## config.mk

```make
export PLATFORM = sky130hd
export DESIGN_NAME = fadd_accum_seq
export DESIGN_NICKNAME = d
export VERILOG_FILES = /design/src/rtl/fadd_accum_seq.sv
export SDC_FILE = /design/constraint.sdc
export NUM_CORES = 1
export LEC_CHECK = 0
export ABC_AREA = 1
export BUFFER_PORTS_ARGS = -buffer_cell sky130_fd_sc_hd__buf_2
export CORE_UTILIZATION = 35
export DETAILED_ROUTE_END_ITERATION = 12
export PLACE_DENSITY = 0.59
export SLEW_MARGIN = 20
export SYNTH_ARGS = -nofsm -noshare
export SYNTH_HDL_FRONTEND = slang
export SYNTH_SLANG_ARGS = --single-unit
```

## constraint.sdc

```tcl
create_clock -name clk -period 4.82 [get_ports clk]
set_clock_uncertainty 0.15 [all_clocks]
set_input_delay 0.241 -clock clk [delete_from_list [all_inputs] [get_ports clk]]
set_output_delay 0.241 -clock clk [all_outputs]
set_load 0.02 [all_outputs]
```

## src/rtl/fadd_accum_seq.sv

```systemverilog
// rtl/fadd_accum_seq.sv - packet accumulator sequencing an external FloatAdd stage
module fadd_accum_seq #(
  parameter int XLEN    = 32,
  parameter int CNT_W   = 16,
  parameter int ADD_LAT = 1
) (
  input  logic             clk,
  input  logic             rst,
  input  logic [XLEN-1:0]  in_data,
  input  logic             in_valid,
  input  logic             in_last,
  output logic             in_ready,
  output logic [XLEN-1:0]  add_a,
  output logic [XLEN-1:0]  add_b,
  input  logic [XLEN-1:0]  add_result,
  input  logic             add_overflow,
  input  logic             add_underflow,
  input  logic             add_exception,
  output logic [XLEN-1:0]  out_sum,
  output logic [CNT_W-1:0] out_count,
  output logic [2:0]       out_flags,
  output logic             out_valid,
  input  logic             out_ready
);

  // Wait counter must hold the value ADD_LAT; keep it at least one bit wide.
  localparam int WC_W = (ADD_LAT < 2) ? 1 : $clog2(ADD_LAT + 1);

  typedef enum logic [1:0] {
    S_IDLE     = 2'd0,
    S_ACC      = 2'd1,
    S_ADD_WAIT = 2'd2,
    S_DONE     = 2'd3
  } state_t;

  state_t           r_state;
  state_t           w_next_state;

  logic [XLEN-1:0]  r_acc;
  logic [XLEN-1:0]  r_add_b;
  logic             r_pend_last;
  logic [WC_W-1:0]  r_wait_cnt;
  logic [CNT_W-1:0] r_count;
  logic [2:0]       r_flags;
  logic [XLEN-1:0]  r_out_sum;
  logic [CNT_W-1:0] r_out_count;
  logic [2:0]       r_out_flags;

  logic             w_accept;
  logic             w_in_zero;
  logic             w_acc_zero;
  logic             w_add_done;
  logic             w_load_b;
  logic             w_enter_done;
  logic [CNT_W-1:0] w_count_inc;
  logic [XLEN-1:0]  w_acc_nxt;
  logic [CNT_W-1:0] w_count_nxt;
  logic [2:0]       w_flags_nxt;

  assign in_ready   = (r_state == S_IDLE) || (r_state == S_ACC);
  assign out_valid  = (r_state == S_DONE);
  assign w_accept   = in_valid && in_ready;

  // Zero of either sign: FloatAdd has no zero handling, so zeros bypass it.
  assign w_in_zero  = (in_data[XLEN-2:0] == '0);
  assign w_acc_zero = (r_acc[XLEN-2:0] == '0);

  // The add result is sampled on the last edge of the wait window.
  assign w_add_done = (r_state == S_ADD_WAIT) && (r_wait_cnt == WC_W'(1));

  // Operand count saturates instead of wrapping; summing continues regardless.
  assign w_count_inc = (&r_count) ? r_count : r_count + CNT_W'(1);

  assign w_enter_done = (w_next_state == S_DONE) && (r_state != S_DONE);

  // Next-state and next accumulator/count/flags selection.
  always_comb begin
    w_next_state = r_state;
    w_acc_nxt    = r_acc;
    w_count_nxt  = r_count;
    w_flags_nxt  = r_flags;
    w_load_b     = 1'b0;
    case (r_state)
      S_IDLE: begin
        if (w_accept) begin
          w_acc_nxt    = in_data;
          w_count_nxt  = CNT_W'(1);
          w_flags_nxt  = 3'b000;
          w_next_state = in_last ? S_DONE : S_ACC;
        end
      end
      S_ACC: begin
        if (w_accept) begin
          w_count_nxt = w_count_inc;
          if (w_in_zero) begin
            w_next_state = in_last ? S_DONE : S_ACC;
          end else if (w_acc_zero) begin
            w_acc_nxt    = in_data;
            w_next_state = in_last ? S_DONE : S_ACC;
          end else begin
            w_load_b     = 1'b1;
            w_next_state = S_ADD_WAIT;
          end
        end
      end
      S_ADD_WAIT: begin
        if (w_add_done) begin
          w_acc_nxt    = add_result;
          w_flags_nxt  = r_flags | {add_exception, add_underflow, add_overflow};
          w_next_state = r_pend_last ? S_DONE : S_ACC;
        end
      end
      S_DONE: begin
        if (out_ready) begin
          w_next_state = S_IDLE;
        end
      end
      default: begin
        w_next_state = S_IDLE;
      end
    endcase
  end

  // State register.
  always_ff @(posedge clk or posedge rst) begin
    if (rst) begin
      r_state <= S_IDLE;
    end else begin
      r_state <= w_next_state;
    end
  end

  // Accumulator, count, sticky flags and the pending FloatAdd operand.
  always_ff @(posedge clk or posedge rst) begin
    if (rst) begin
      r_acc       <= '0;
      r_count     <= '0;
      r_flags     <= 3'b000;
      r_add_b     <= '0;
      r_pend_last <= 1'b0;
      r_wait_cnt  <= '0;
    end else begin
      r_acc   <= w_acc_nxt;
      r_count <= w_count_nxt;
      r_flags <= w_flags_nxt;
      if (w_load_b) begin
        r_add_b     <= in_data;
        r_pend_last <= in_last;
        r_wait_cnt  <= WC_W'(ADD_LAT);
      end else if ((r_state == S_ADD_WAIT) && !w_add_done) begin
        r_wait_cnt <= r_wait_cnt - WC_W'(1);
      end
    end
  end

  // Result registers are captured once, on the edge that enters DONE.
  always_ff @(posedge clk or posedge rst) begin
    if (rst) begin
      r_out_sum   <= '0;
      r_out_count <= '0;
      r_out_flags <= 3'b000;
    end else if (w_enter_done) begin
      r_out_sum   <= w_acc_nxt;
      r_out_count <= w_count_nxt;
      r_out_flags <= w_flags_nxt;
    end
  end

  assign add_a     = r_acc;
  assign add_b     = r_add_b;
  assign out_sum   = r_out_sum;
  assign out_count = r_out_count;
  assign out_flags = r_out_flags;

endmodule

```

Yosys cells after proc, flatten, opt, wreduce, memory -nomap -nowiden
Index checks and enable logic that the tools add are counted.
{ "classes": {"n_lt_le_gt_ge": 0, "multipliers": 0, "bitwise": 1, "div_mod_pow": 0, "mux": 28, "n_reduce_logical": 11, "shift": 0, "addsub": 2, "eq_ne": 5} }
{ "op_table": {"columns": ["cell", "n"], "rows": [
  ["$mux W32", 5],
  ["$pmux W32 S3", 1],
  ["$logic_not A31 Y1", 2],
  ["$mux W16", 3],
  ["$pmux W16 S2", 1],
  ["$add A16 B1 Y16 const B", 1],
  ["$mux W2", 8],
  ["$reduce_and A16 Y1", 1],
  ["$pmux W2 S4", 1],
  ["$eq A2 B2 Y1 const B", 3],
  ["$mux W1", 6],
  ["$mux W3", 2],
  ["$pmux W3 S2", 1],
  ["$logic_and A1 B1 Y1", 4],
  ["$or A3 B3 Y3", 1],
  ["$eq A2 B1 Y1 const B", 1],
  ["$logic_not A2 Y1", 1],
  ["$ne A2 B2 Y1 const B", 1],
  ["$reduce_bool A2 Y1", 1],
  ["$logic_not A1 Y1", 1],
  ["$logic_or A1 B1 Y1", 1],
  ["$sub A1 B1 Y1 const B", 1]
]} }
{ "totals": {"n_memories": 0, "latch_bits": 0, "mem_bits_rw": 0, "ff_bits": 138, "mem_bits_ro": 0, "output_inout_bits": 117} }

Depth between registers and ports, before layout
{ "logic_depth": {"ltp_word": 7, "depth_mapped": 14, "ltp_nobuf": 12} }

Least setup slack after synthesis
Ideal clock, no wire load.
{ "synth_timing": {"path_kind": "register -> register", "start": "reg r_acc[29] (netlist: add_a[29])", "end": "reg r_out_sum[12] (netlist: out_sum[12])", "path_stages_with_launch": 12, "arrival_time_ps": 1625, "n_path_buf": 1, "period_less_slack_ps": 1898, "path_slack_ps": 2922, "required_ps": 4547, "cell_sequence": "dfrtp_1 > nor2_1 > nand2_1 > nor2_1 > nand2_1 > nor2_2 > clkbuf_1 > nand4_1 > nand3_1 > nand2_1 > nand2_1 > o21ai_1"} }
{ "synth_via": {"elab_chain_len": 7, "word_cells_on_any_way": 11, "classes_between": "eq/ne (1); mux (8); reduce/logical (2)"} }
{ "synth_lines": {"columns": ["element", "line", "rtl"], "rows": [
  ["from (decl)", "39", "logic [XLEN-1:0] r_acc;"],
  ["from (signal assigned)", "143", "r_acc <= w_acc_nxt;"],
  ["$logic_not A31 Y1 (*)", "66", "assign w_acc_zero = (r_acc[XLEN-2:0] == '0);"],
  ["$mux W2", "97", "end else if (w_acc_zero) begin"],
  ["$mux W2", "95", "if (w_in_zero) begin"],
  ["$mux W2", "93", "if (w_accept) begin"],
  ["$pmux W2 S4", "83", "case (r_state)"],
  ["$eq A2 B2 Y1", "74", "assign w_enter_done = (w_next_state == S_DONE) && (r_state != S_DONE);"],
  ["$logic_and A1 B1 Y1", "74", null],
  ["to (signal assigned)", "163", "r_out_sum <= w_acc_nxt;"],
  ["to (decl)", "45", "logic [XLEN-1:0] r_out_sum;"]
]} }
Mark *: on every way between the ends. The rest lies on a longest branch, timed or not.
A chain may end at the register's enable or synchronous reset.

Worst setup path after layout
{ "layout_timing": {"start": "reg r_state[1]", "end": "reg r_out_count[14] (netlist: out_count[14])"} }
{ "layout_via": {"elab_chain_len": 7, "word_cells_on_any_way": 18, "classes_between": "eq/ne (5); mux (8); reduce/logical (5)"} }
{ "layout_lines": {"columns": ["element", "line", "rtl"], "rows": [
  ["from (decl)", "36", "state_t r_state;"],
  ["from (signal assigned)", "129", "r_state <= w_next_state;"],
  ["$eq A2 B1 Y1 or $logic_not A2 Y1 (tied branches)", "60, 83", null],
  ["$logic_or A1 B1 Y1", "60", "assign in_ready = (r_state == S_IDLE) || (r_state == S_ACC);"],
  ["$logic_and A1 B1 Y1", "62", "assign w_accept = in_valid && in_ready;"],
  ["$mux W2 (on tied branches)", "93, 85", null],
  ["$pmux W2 S4", "83", null],
  ["$eq A2 B2 Y1", "74", null],
  ["$logic_and A1 B1 Y1", "74", null],
  ["to (signal assigned)", "164", "r_out_count <= w_count_nxt;"],
  ["to (decl)", "46", "logic [CNT_W-1:0] r_out_count;"]
]} }
Several ways; a longest one is shown, not always the timed one.

==> out/qor.csv <==
metric,value,unit
yosys-top-cells-area,"dfrtp_1, nand2_1, o21ai_0, inv_1, nand3_1",
min_period,3.26,ns
dp_cells,1434,
ys_seq_elements,138,
dpl.hpwl,16800,um
cts-root-buf,clkbuf_16,
ctsResizeCount,0,
sw_frac_of_total,47.3,%
min_from,add_overflow,
critical-path-top-delay-family,simple AND/OR/NAND/NOR gates,
vdd_drop_max,332,uV
cts_made_buffers,17,
fillCellCount,2190,
diodes,0,
yosysUniqueCellTypes,37,
dieArea,22100,sq um
drtAntennaViolNets,0,
clk_latency,0.44,ns
critPathSlowestCell,nand3_4,
hold_path_depth,4,
start_kind,register,
grt_overflow_total,0,
synth_ff_type,dfrtp_1,
ys_top_cells_by_count,"nand2_1, dfrtp_1, inv_1, o21ai_0, nand3_1",
arrival,3.44,ns
synth_top_area_share,45.8,%
rsz0062_at_grt,no,
hold_class,in -> reg,
synth.yosys.seq_area_share,45.8,%
die_x,149,um
combinationalPowerShare,49.1,%
syn_avg_cell_area,7.42,sq um
drt_first_pass_iters,5,
power_switching,3140,uW
critPathMaxFanout,92,
tns,0,ns
initial_core_util,35.8,%
period_share,67.6,%
drv_slew,0,
synth_nets,1090,
grt_usage,22.5,%
violations,negative hold slack,
wirelength,24300,um
p_clk_share,20.3,%
viasPerCell,5.02,
syn_area,7540,sq um
drive_above_1_share,21.2,%
r2r_setup_slack,1.56,ns
grt_pass1_wl,38100,um
worst_r2r_path_depth,7,
synth_edf_count,0,
grt_start_max_net_pins,108,
clk_pin_slew,0.06,ns
post_cts_buffers,0,
p_per_area,705,nW/um^2
worst_pin_slew,0.960,ns
timing.hold.ws,-0.00621,ns
synth_most_common_cell,nand2_1,
cts_tree,built,
cts_sinks,138,
min_to,r_flags[0],
fin_nets,1271,
wl_per_cell,16.3,um
yosysTopAreaCell,dfrtp_1,
antenna_found_initial,0,
drv_cap,0,
core,21100,sq um
worstReg2RegStart,r_state[1],
slew_headroom,36.0,%
dr.first_iter.drc_count,577,
final_cells,1485,
cp_data_required_time,5.00,ns
io_buffers,188,
leakagePower,0.00501,uW
cts_max_level,4,
synth_cells,1017,
globalplace.congestion,0.898,
chipHeight,149,um
fmax,307,MHz
ys_warn_count,0,
crit_chain,"nor2_4, inv_2, nor2_1, inv_1, nand3_1, nand3_4, o21ai_1",
finalSetupViolCount,0,
status,finished with violations,
async_flop_share,100,%
internal_power,3500,uW
crit_type,reg -> reg,
drc,0,
cp_num_buf_inv,2,
clock_path_buffers,2,
vias,7458,
pin_count,189,
r2r_end,out_count[14],
rows,53,
grt_pass1_vias,6832,
slowest_delay,0.84,ns
syn2layout_area_growth,25.0,%
p_seq_share,30.6,%
endpoint_kind,register,
hold_viol_final,1,
cell type report:
| cell class | instances | area, sq um | area share (%) |
|---|---|---|---|
| clock buffer | 19 | 453 | 4.81 |
| clock inverter | 12 | 149 | 1.58 |
| inverter | 139 | 528 | 5.60 |
| multi-input combinational | 686 | 3280 | 34.8 |
| sequential | 138 | 3450 | 36.6 |
| tap | 275 | 344 | 3.65 |
| timing repair buffer | 216 | 1220 | 12.9 |
metrics by stage:
step / area, sq um / power [uW] / worst slack (ns) / util (%)
3_3_place_gp: 8600 / 5240 / 1.34 / 40.8
3_5_place_dp: 8600 / 5290 / 1.17 / 40.8
5_1_grt: 9420 / 7160 / 1.09 / 44.7
6_report: 9420 / 6640 / 1.56 / 44.7
4_1_cts: 9400 / 6670 / 1.54 / 44.6
2_1_floorplan: 7540 / 4320 / 0.733 / -
per-layer routing:
layer  routed length, um  global-route usage [%]  vias to the layer above
li1                    -                       -                     3662
met1               11100                    32.0                     3481
met3                1690                    3.98                       25
met4                 347                    6.02                        0
met5                   0                       0                        -
met2               11100                    35.1                      290
cell families (layout without fill, tap and decap cells):
| family | Yosys count | after routing | share of synthesized area [%] |
|---|---|---|---|
| AOI/OAI and AO/OA | 234 | 234 | 16.3 |
| xor gates and xnor gates | 5 | 5 | 0.581 |
| adders and majority gates | 1 | 1 | 0.166 |
| buffers and inverters | 193 | 386 | 10.8 |
| DFF | 138 | 138 | 45.8 |
| muxes | 1 | 1 | 0.149 |
| and+or+nand+nor | 445 | 445 | 26.1 |
worst register-to-register path: stages, from the launching register on:
cell and delay, ns:
dfrtp_1 0.45, nor2_4 0.14, inv_2 0.23, nor2_1 0.27, inv_1 0.22, nand3_1 0.44
nand3_4 0.84, o21ai_1 0.43
placed cells by master (no fill, tap or decap), types with 42 or more instances in the layout:
cell type,instances
a21oi_1,60
buf_2,188
dfrtp_1,138
inv_1,129
nand2_1,253
nand3_1,93
nor2_1,50
o21ai_0,107
o21ai_1,42
registers in the layout, summed over array words and instances, names as in the netlist:
| register | count |
|---|---|
| add_a | 32 |
| add_b | 32 |
| out_sum | 32 |
| out_count | 16 |
| r_count | 16 |
| out_flags | 3 |
| r_flags | 3 |
| r_state | 2 |
| r_pend_last | 1 |
| r_wait_cnt | 1 |
power groups by stage:
stage,Clock (uW),Combinational (uW),Sequential (uW)
after detailed placement,0,3240,2050
final,1350,3260,2030
after global routing,1420,3650,2090
after CTS,1370,3270,2030
after floorplan,0,1850,2470
after global placement,0,3190,2050
worst max-delay path by stage:
stage | from | cells after the start | slack [ns] | to
6_report | r_state[1] | 7 | 1.56 | out_count[14]
5_1_grt | in_data[22] | 14 | 1.09 | out_sum[30]
4_1_cts | r_state[1] | 7 | 1.54 | out_count[14]
3_5_place_dp | in_valid | 9 | 1.17 | out_count[14]
3_3_place_gp | in_valid | 9 | 1.34 | out_sum[26]
2_1_floorplan | rst | 1 | 0.73 | add_a[0]
what timing repair did:
action                                  CTS  global route
endpoints found under the setup margin    0             0
hold buffers                             19             0
endpoints found under the hold margin   124             0
Power figures use the tool's default switching activity.
